### src/rtl/output_writer.sv
// rtl/output_writer.sv - reassembles padded NWRITE payload packets into one user data stream
// Padding beats are dropped, first/last/keep regenerated; a small FIFO absorbs sink back-pressure.
module output_writer #(
   parameter int DATA_WIDTH        = 64,
   parameter int DATA_LENGTH_WIDTH = 16,
   parameter int RAM_ADDR_WIDTH    = 4
) (
   input  logic                         clk,
   input  logic                         reset,
   input  logic [DATA_WIDTH-1:0]        input_tdata,
   input  logic                         input_tvalid,
   input  logic                         input_tfirst,
   input  logic                         input_tlast,
   input  logic [DATA_LENGTH_WIDTH-1:0] input_data_len,
   output logic                         input_tready,
   output logic [DATA_WIDTH-1:0]        data_out,
   output logic                         data_valid_out,
   output logic                         data_first_out,
   output logic                         data_last_out,
   output logic [7:0]                   data_keep_out,
   output logic [DATA_LENGTH_WIDTH-1:0] data_len_out,
   input  logic                         data_ready_in,
   output logic                         done_o,
   output logic                         error_o
);

   localparam int DLW   = DATA_LENGTH_WIDTH;
   localparam int BW    = DLW - 3;
   localparam int PW    = DLW - 7;
   localparam int AW    = RAM_ADDR_WIDTH;
   localparam int DEPTH = 1 << AW;
   localparam int EW    = DATA_WIDTH + 8 + 2 + DLW;

   localparam logic [1:0] S_IDLE    = 2'd0;
   localparam logic [1:0] S_RECV    = 2'd1;
   localparam logic [1:0] S_DISCARD = 2'd2;

   logic [1:0]     state;
   logic           run;
   logic [BW-1:0]  beats_total;
   logic [BW-1:0]  beat_cnt;
   logic [PW-1:0]  pkts_total;
   logic [PW-1:0]  pkt_cnt;
   logic [7:0]     last_keep;
   logic [DLW-1:0] len_q;
   logic           after_last;

   logic [EW-1:0]  mem [DEPTH];
   logic [AW:0]    wr_ptr;
   logic [AW:0]    rd_ptr;
   logic           full;
   logic           empty;
   logic           rd_en;
   logic [EW-1:0]  rd_entry;

   logic           accept;
   logic           idle;
   logic           start;
   logic           in_xfer;
   logic           wr_beat;
   logic [BW-1:0]  new_beats;
   logic [PW-1:0]  new_pkts;
   logic [7:0]     new_keep;
   logic [BW-1:0]  cur_beats_total;
   logic [PW-1:0]  cur_pkts_total;
   logic [7:0]     cur_keep;
   logic [DLW-1:0] cur_len;
   logic [BW-1:0]  beat_next;
   logic [PW-1:0]  pkt_next;
   logic           hit_beats;
   logic           final_pkt;
   logic           wr_last;
   logic [7:0]     wr_keep;

   assign full  = (wr_ptr[AW] != rd_ptr[AW]) && (wr_ptr[AW-1:0] == rd_ptr[AW-1:0]);
   assign empty = (wr_ptr == rd_ptr);

   // run holds ready low until the first clock after reset is released
   assign input_tready = run & ((state == S_DISCARD) | ~full);
   assign accept       = input_tvalid & input_tready;
   assign idle         = (state == S_IDLE);
   assign start        = idle & input_tfirst;
   assign in_xfer      = start | ~idle;
   assign wr_beat      = accept & (start | (state == S_RECV));

   assign new_beats = input_data_len[DLW-1:3] + BW'(1);
   assign new_pkts  = {1'b0, input_data_len[DLW-1:8]} + PW'(1);
   assign new_keep  = 8'hFF << (3'd7 - input_data_len[2:0]);

   // in IDLE the freshly computed totals apply to the beat being accepted
   assign cur_beats_total = idle ? new_beats : beats_total;
   assign cur_pkts_total  = idle ? new_pkts : pkts_total;
   assign cur_keep        = idle ? new_keep : last_keep;
   assign cur_len         = idle ? input_data_len : len_q;
   assign beat_next       = (idle ? '0 : beat_cnt) + BW'(1);
   assign pkt_next        = (idle ? '0 : pkt_cnt) + PW'(1);

   assign hit_beats = (beat_next == cur_beats_total);
   assign final_pkt = input_tlast & (pkt_next == cur_pkts_total);
   assign wr_last   = hit_beats | final_pkt;
   assign wr_keep   = hit_beats ? cur_keep : 8'hFF;

   always_ff @(posedge clk or negedge reset) begin
      if (!reset) begin
         state       <= S_IDLE;
         run         <= 1'b0;
         beats_total <= '0;
         beat_cnt    <= '0;
         pkts_total  <= '0;
         pkt_cnt     <= '0;
         last_keep   <= '0;
         len_q       <= '0;
         after_last  <= 1'b0;
         done_o      <= 1'b0;
         error_o     <= 1'b0;
      end else begin
         run     <= 1'b1;
         done_o  <= accept & in_xfer & final_pkt;
         error_o <= accept & ((idle & ~input_tfirst)
                            | (~idle & input_tfirst & ~after_last)
                            | (wr_beat & final_pkt & ~hit_beats));
         if (accept) begin
            after_last <= input_tlast;
         end
         if (accept & in_xfer) begin
            if (start) begin
               beats_total <= new_beats;
               pkts_total  <= new_pkts;
               last_keep   <= new_keep;
               len_q       <= input_data_len;
            end
            if (wr_beat) begin
               beat_cnt <= beat_next;
            end
            if (input_tlast) begin
               pkt_cnt <= pkt_next;
            end else if (start) begin
               pkt_cnt <= '0;
            end
            if (final_pkt) begin
               state <= S_IDLE;
            end else if (wr_beat & hit_beats) begin
               state <= S_DISCARD;
            end else if (start) begin
               state <= S_RECV;
            end
         end
      end
   end

   // length travels with each entry so back-to-back transfers never show a stale length
   always_ff @(posedge clk) begin
      if (wr_beat) begin
         mem[wr_ptr[AW-1:0]] <= {input_tdata, wr_keep, start, wr_last, cur_len};
      end
   end

   assign rd_en    = (data_ready_in | ~data_valid_out) & ~empty;
   assign rd_entry = mem[rd_ptr[AW-1:0]];

   always_ff @(posedge clk or negedge reset) begin
      if (!reset) begin
         wr_ptr         <= '0;
         rd_ptr         <= '0;
         data_out       <= '0;
         data_valid_out <= 1'b0;
         data_first_out <= 1'b0;
         data_last_out  <= 1'b0;
         data_keep_out  <= '0;
         data_len_out   <= '0;
      end else begin
         if (wr_beat) begin
            wr_ptr <= wr_ptr + 1'b1;
         end
         if (rd_en) begin
            rd_ptr         <= rd_ptr + 1'b1;
            data_valid_out <= 1'b1;
            data_out       <= rd_entry[EW-1 -: DATA_WIDTH];
            data_keep_out  <= rd_entry[DLW+9 -: 8];
            data_first_out <= rd_entry[DLW+1];
            data_last_out  <= rd_entry[DLW];
            if (rd_entry[DLW+1]) begin
               data_len_out <= rd_entry[DLW-1:0];
            end
         end else if (data_ready_in) begin
            data_valid_out <= 1'b0;
         end
      end
   end

endmodule

### config.mk
export PLATFORM = sky130hd
export DESIGN_NAME = output_writer
export DESIGN_NICKNAME = d
export VERILOG_FILES = /design/src/rtl/output_writer.sv
export SDC_FILE = /design/constraint.sdc
export NUM_CORES = 2
export LEC_CHECK = 0
export BUFFER_PORTS_ARGS = -buffer_cell sky130_fd_sc_hd__buf_2
export CORE_AREA = 2 2 337 339
export DETAILED_ROUTE_END_ITERATION = 6
export DIE_AREA = 0 0 339 341
export GPL_TIMING_DRIVEN = 0
export MAX_ROUTING_LAYER = met4
export PLACE_DENSITY = 0.75
export SLEW_MARGIN = 20
export SYNTH_ARGS = -nofsm -noshare
export SYNTH_HDL_FRONTEND = slang
export SYNTH_SLANG_ARGS = --single-unit
### constraint.sdc
create_clock -name clk -period 8.7 [get_ports clk]
set_input_delay 0.87 -clock clk [delete_from_list [all_inputs] [get_ports clk]]
set_output_delay 0.87 -clock clk [all_outputs]
set_load 0.01 [all_outputs]
==> impl_metrics.env <==
export IMPL_start_kind="flip-flop"
export IMPL_cts_tree="built"
export IMPL_grt_max_degree=98
export IMPL_dieArea_mm2=0.116
export IMPL_htree_levels=4
export IMPL_clockRootBuffer="clkbuf_16"
export IMPL_max_stage_delay_ns=0.80
export IMPL_fmax_ghz=0.207
export IMPL_drtIter0Drc=5095
export IMPL_rrSetupSlack_ns=3.87
export IMPL_dp_hpwl_um=99800
export IMPL_synthesis_area_mm2=0.0624
export IMPL_rows=123
export IMPL_cp_cell_sequence="clkbuf_1 > xnor2_1 > nand4_1 > o311ai_1 > nor3_1 > clkbuf_1 > nand2_1 > nor3_2 > buf_4 > buf_6 > buf_6 > buf_4 > buf_6"
export IMPL_drt_met1_wl_um=57700
export IMPL_cts_setup_buffers=0
export IMPL_min_period_ns=4.83
export IMPL_slowest_stage="nor3_1"
export IMPL_grt_usage=0.297
export IMPL_ys_warn_count=0
export IMPL_power_density_mw_per_mm2=312
export IMPL_synth_edff_count=1440
export IMPL_synth_distinct_cells=70
export IMPL_hold_violations=0
export IMPL_numCtsBuffers=150
export IMPL_highest_layer="met4"
export IMPL_layout_setup_ws_ns=3.87
export IMPL_route_detailed_drc=0
export IMPL_routedWlPerCell_um=33.6
export IMPL_status="finished, final reports clean"
export IMPL_layout_nets=3344
export IMPL_maxSlewHeadroom=0.211
export IMPL_drive_above_1_share=0.356
export IMPL_synthArstFlopShare=0.108
export IMPL_tightestPinTransition_ns=1.18
export IMPL_via_count=32100
export IMPL_finalSetupTns_ns=0
export IMPL_numClockSinks=1614
export IMPL_first_global_vias=33500
export IMPL_drv_slew=0
export IMPL_final_common_cell="edfxtp_1"
export IMPL_core_mm2=0.112
export IMPL_ant_nets=0
export IMPL_grt_ovfl_total=0
export IMPL_grt_pass1_wl_um=237000
export IMPL_routed_wl_met2_um=84200
export IMPL_syn_nets=2874
export IMPL_viasPerCell=6.56
export IMPL_cap_violations=0
export IMPL_start_util=0.558
export IMPL_ir_worst_vdd_uv=214
export IMPL_cellLeakagePower_uw=0.0240
export IMPL_cts_buffer_depth=3
export IMPL_die_x_um=339
export IMPL_hold_class="input port to flip-flop"
export IMPL_layout_common_cells="1440 x edfxtp_1, 450 x mux4_2, 219 x buf_2"
export IMPL_rsz0062_at_grt="false"
export IMPL_place_congestion=0.853
export IMPL_critical_path_arrival_ns=5.28
export IMPL_min_period_over_period=0.556
export IMPL_avgSynthCellArea_um2=22.5
export IMPL_clk_latency_ns=0.76
export IMPL_syn_inst=2780
export IMPL_ys_ff_latch=1614
export IMPL_cp_required_ns=9.15
export IMPL_wirelength_um=164000
export IMPL_clk_pin_slew_ns=0.06
export IMPL_syn2layout_area_growth_pct=16.3
export IMPL_drt_pass1_iter_count=5
export IMPL_path_common_cell="buf_6"
export IMPL_path_class="flip-flop to flip-flop"
export IMPL_route_met3_wl_um=15400
export IMPL_ys_seq_area_frac=0.763
export IMPL_fin_skew_ns=0.0262
export IMPL_place_ws_ns=4.09
export IMPL_crit_fanout=10
export IMPL_antenna_found_initial=21
export IMPL_io_pins=180
export IMPL_die_h_um=341
export IMPL_io_buffers=172
export IMPL_min_path_cells=2
export IMPL_reg2reg_depth=13
export IMPL_postCtsResizedCells=0
export IMPL_setup_violations=0
export IMPL_end_kind="flip-flop"
export IMPL_synth_flop_cell="edfxtp_1"
[per-stage QoR]
step	cell area [um2]	util	hold slack [ns]	total power [uW]	instances
6_report	72600	0.649	0.326	22600	4890
5_1_grt	72600	0.649	0.302	23300	4886
4_1_cts	72500	0.648	0.297	22700	4868
3_5_place_dp	67700	0.605	0.469	16100	4591
3_3_place_gp	65200	0.582	0.454	15900	4452
2_1_floorplan	62400	-	0.435	13900	2780
[critical path, delay by kind of cell, from the launching register on]
family | cells | cell delay (ns)
simple gates | 4 | 1.99
buf+inv | 7 | 1.82
flops | 1 | 0.33
compound gates | 1 | 0.20
xor+xnor | 1 | 0.14
[per-layer routing]
| metal | track usage | up-vias |
|---|---|---|
| li1 | - | 12600 |
| met4 | 0.110 | 0 |
| met1 | 0.373 | 17000 |
| met3 | 0.0539 | 445 |
| met5 | - | - |
| met2 | 0.489 | 2117 |
[cell usage after synthesis (all sizes together), types with 2 or more instances]
cell	instances	area, um2
mux2	110	1240
nor3b	6	50.1
o221ai	2	17.5
nor2b	3	18.8
a311oi	2	17.5
dfrtp	174	4350
xnor2	40	350
a21oi	17	92.6
o21ai	58	290
nor4	5	50.1
a22o	3	26.3
buf	87	495
xor2	17	149
nand4b	2	17.5
and3	5	32.5
or3	6	43.8
nand2	120	453
mux2i	7	70.1
edfxtp	1440	43200
ha	8	100
nand4	8	56.3
a31o	2	17.5
and2	7	43.8
nor3	19	110
mux4	450	10100
inv	12	45.0
a32oi	2	17.5
a32o	2	21.3
o211ai	9	95.1
o31ai	3	27.5
clkbuf	65	275
o22ai	2	12.5
a41oi	3	26.3
nor2	40	153
nand3	25	125
o311ai	2	17.5
nand2b	5	31.3
[state kept, by name (all words and copies together) (netlist names), 8 cells and up]
register	flops
len_q	15
data_out	64
data_keep_out	8
pkt_cnt	9
pkts_total	9
data_len_out	16
beat_cnt	13
mem	1440
beats_total	13
last_keep	8
[path summary, 6_finish.rpt]
check / start / to
min in group asynchronous: reset / data_out[6]
worst min register to register: wr_ptr[4] / wr_ptr[4]
worst max register to register: rd_ptr[2] / mem[2][58]
max in group asynchronous: reset / data_out[60]
worst min-delay path: data_ready_in / data_valid_out
worst max-delay path: rd_ptr[2] / mem[2][58]
[cell families after synthesis]
group                      share of synthesized area
DFF                                            0.763
xor gates and xnor gates                     0.00800
muxes                                          0.183
buffers and inverters                         0.0131
AOI/OAI and AO/OA                             0.0119
adders and majority gates                    0.00160
other                                      0.0000601
and+or+nand+nor                               0.0195
[timing repair]
item / in CTS / in global routing
setup endpoints to repair: 0 / 0
hold endpoints to repair: 18 / 0
hold buffers: 1 / 0
[area by class of cell]
cell class | count | area, um2
Timing Repair Buffer | 318 | 3320
Sequential cell | 1614 | 47600
Clock buffer | 214 | 4250
Tap cell | 1500 | 1880
Inverter | 12 | 45.0
Multi-Input combinational cell | 1002 | 14100
Antenna cell | 16 | 40.0
Buffer | 152 | 783
Clock inverter | 62 | 574
Fill cell | 6845 | 39300
[power by group]
part           switching (uW)  internal [uW]  total, uW
logic                    3520           3130       6650
clock network            2820           3660       6480
registers                 334           9170       9510
(Power assumes the default switching activity.)
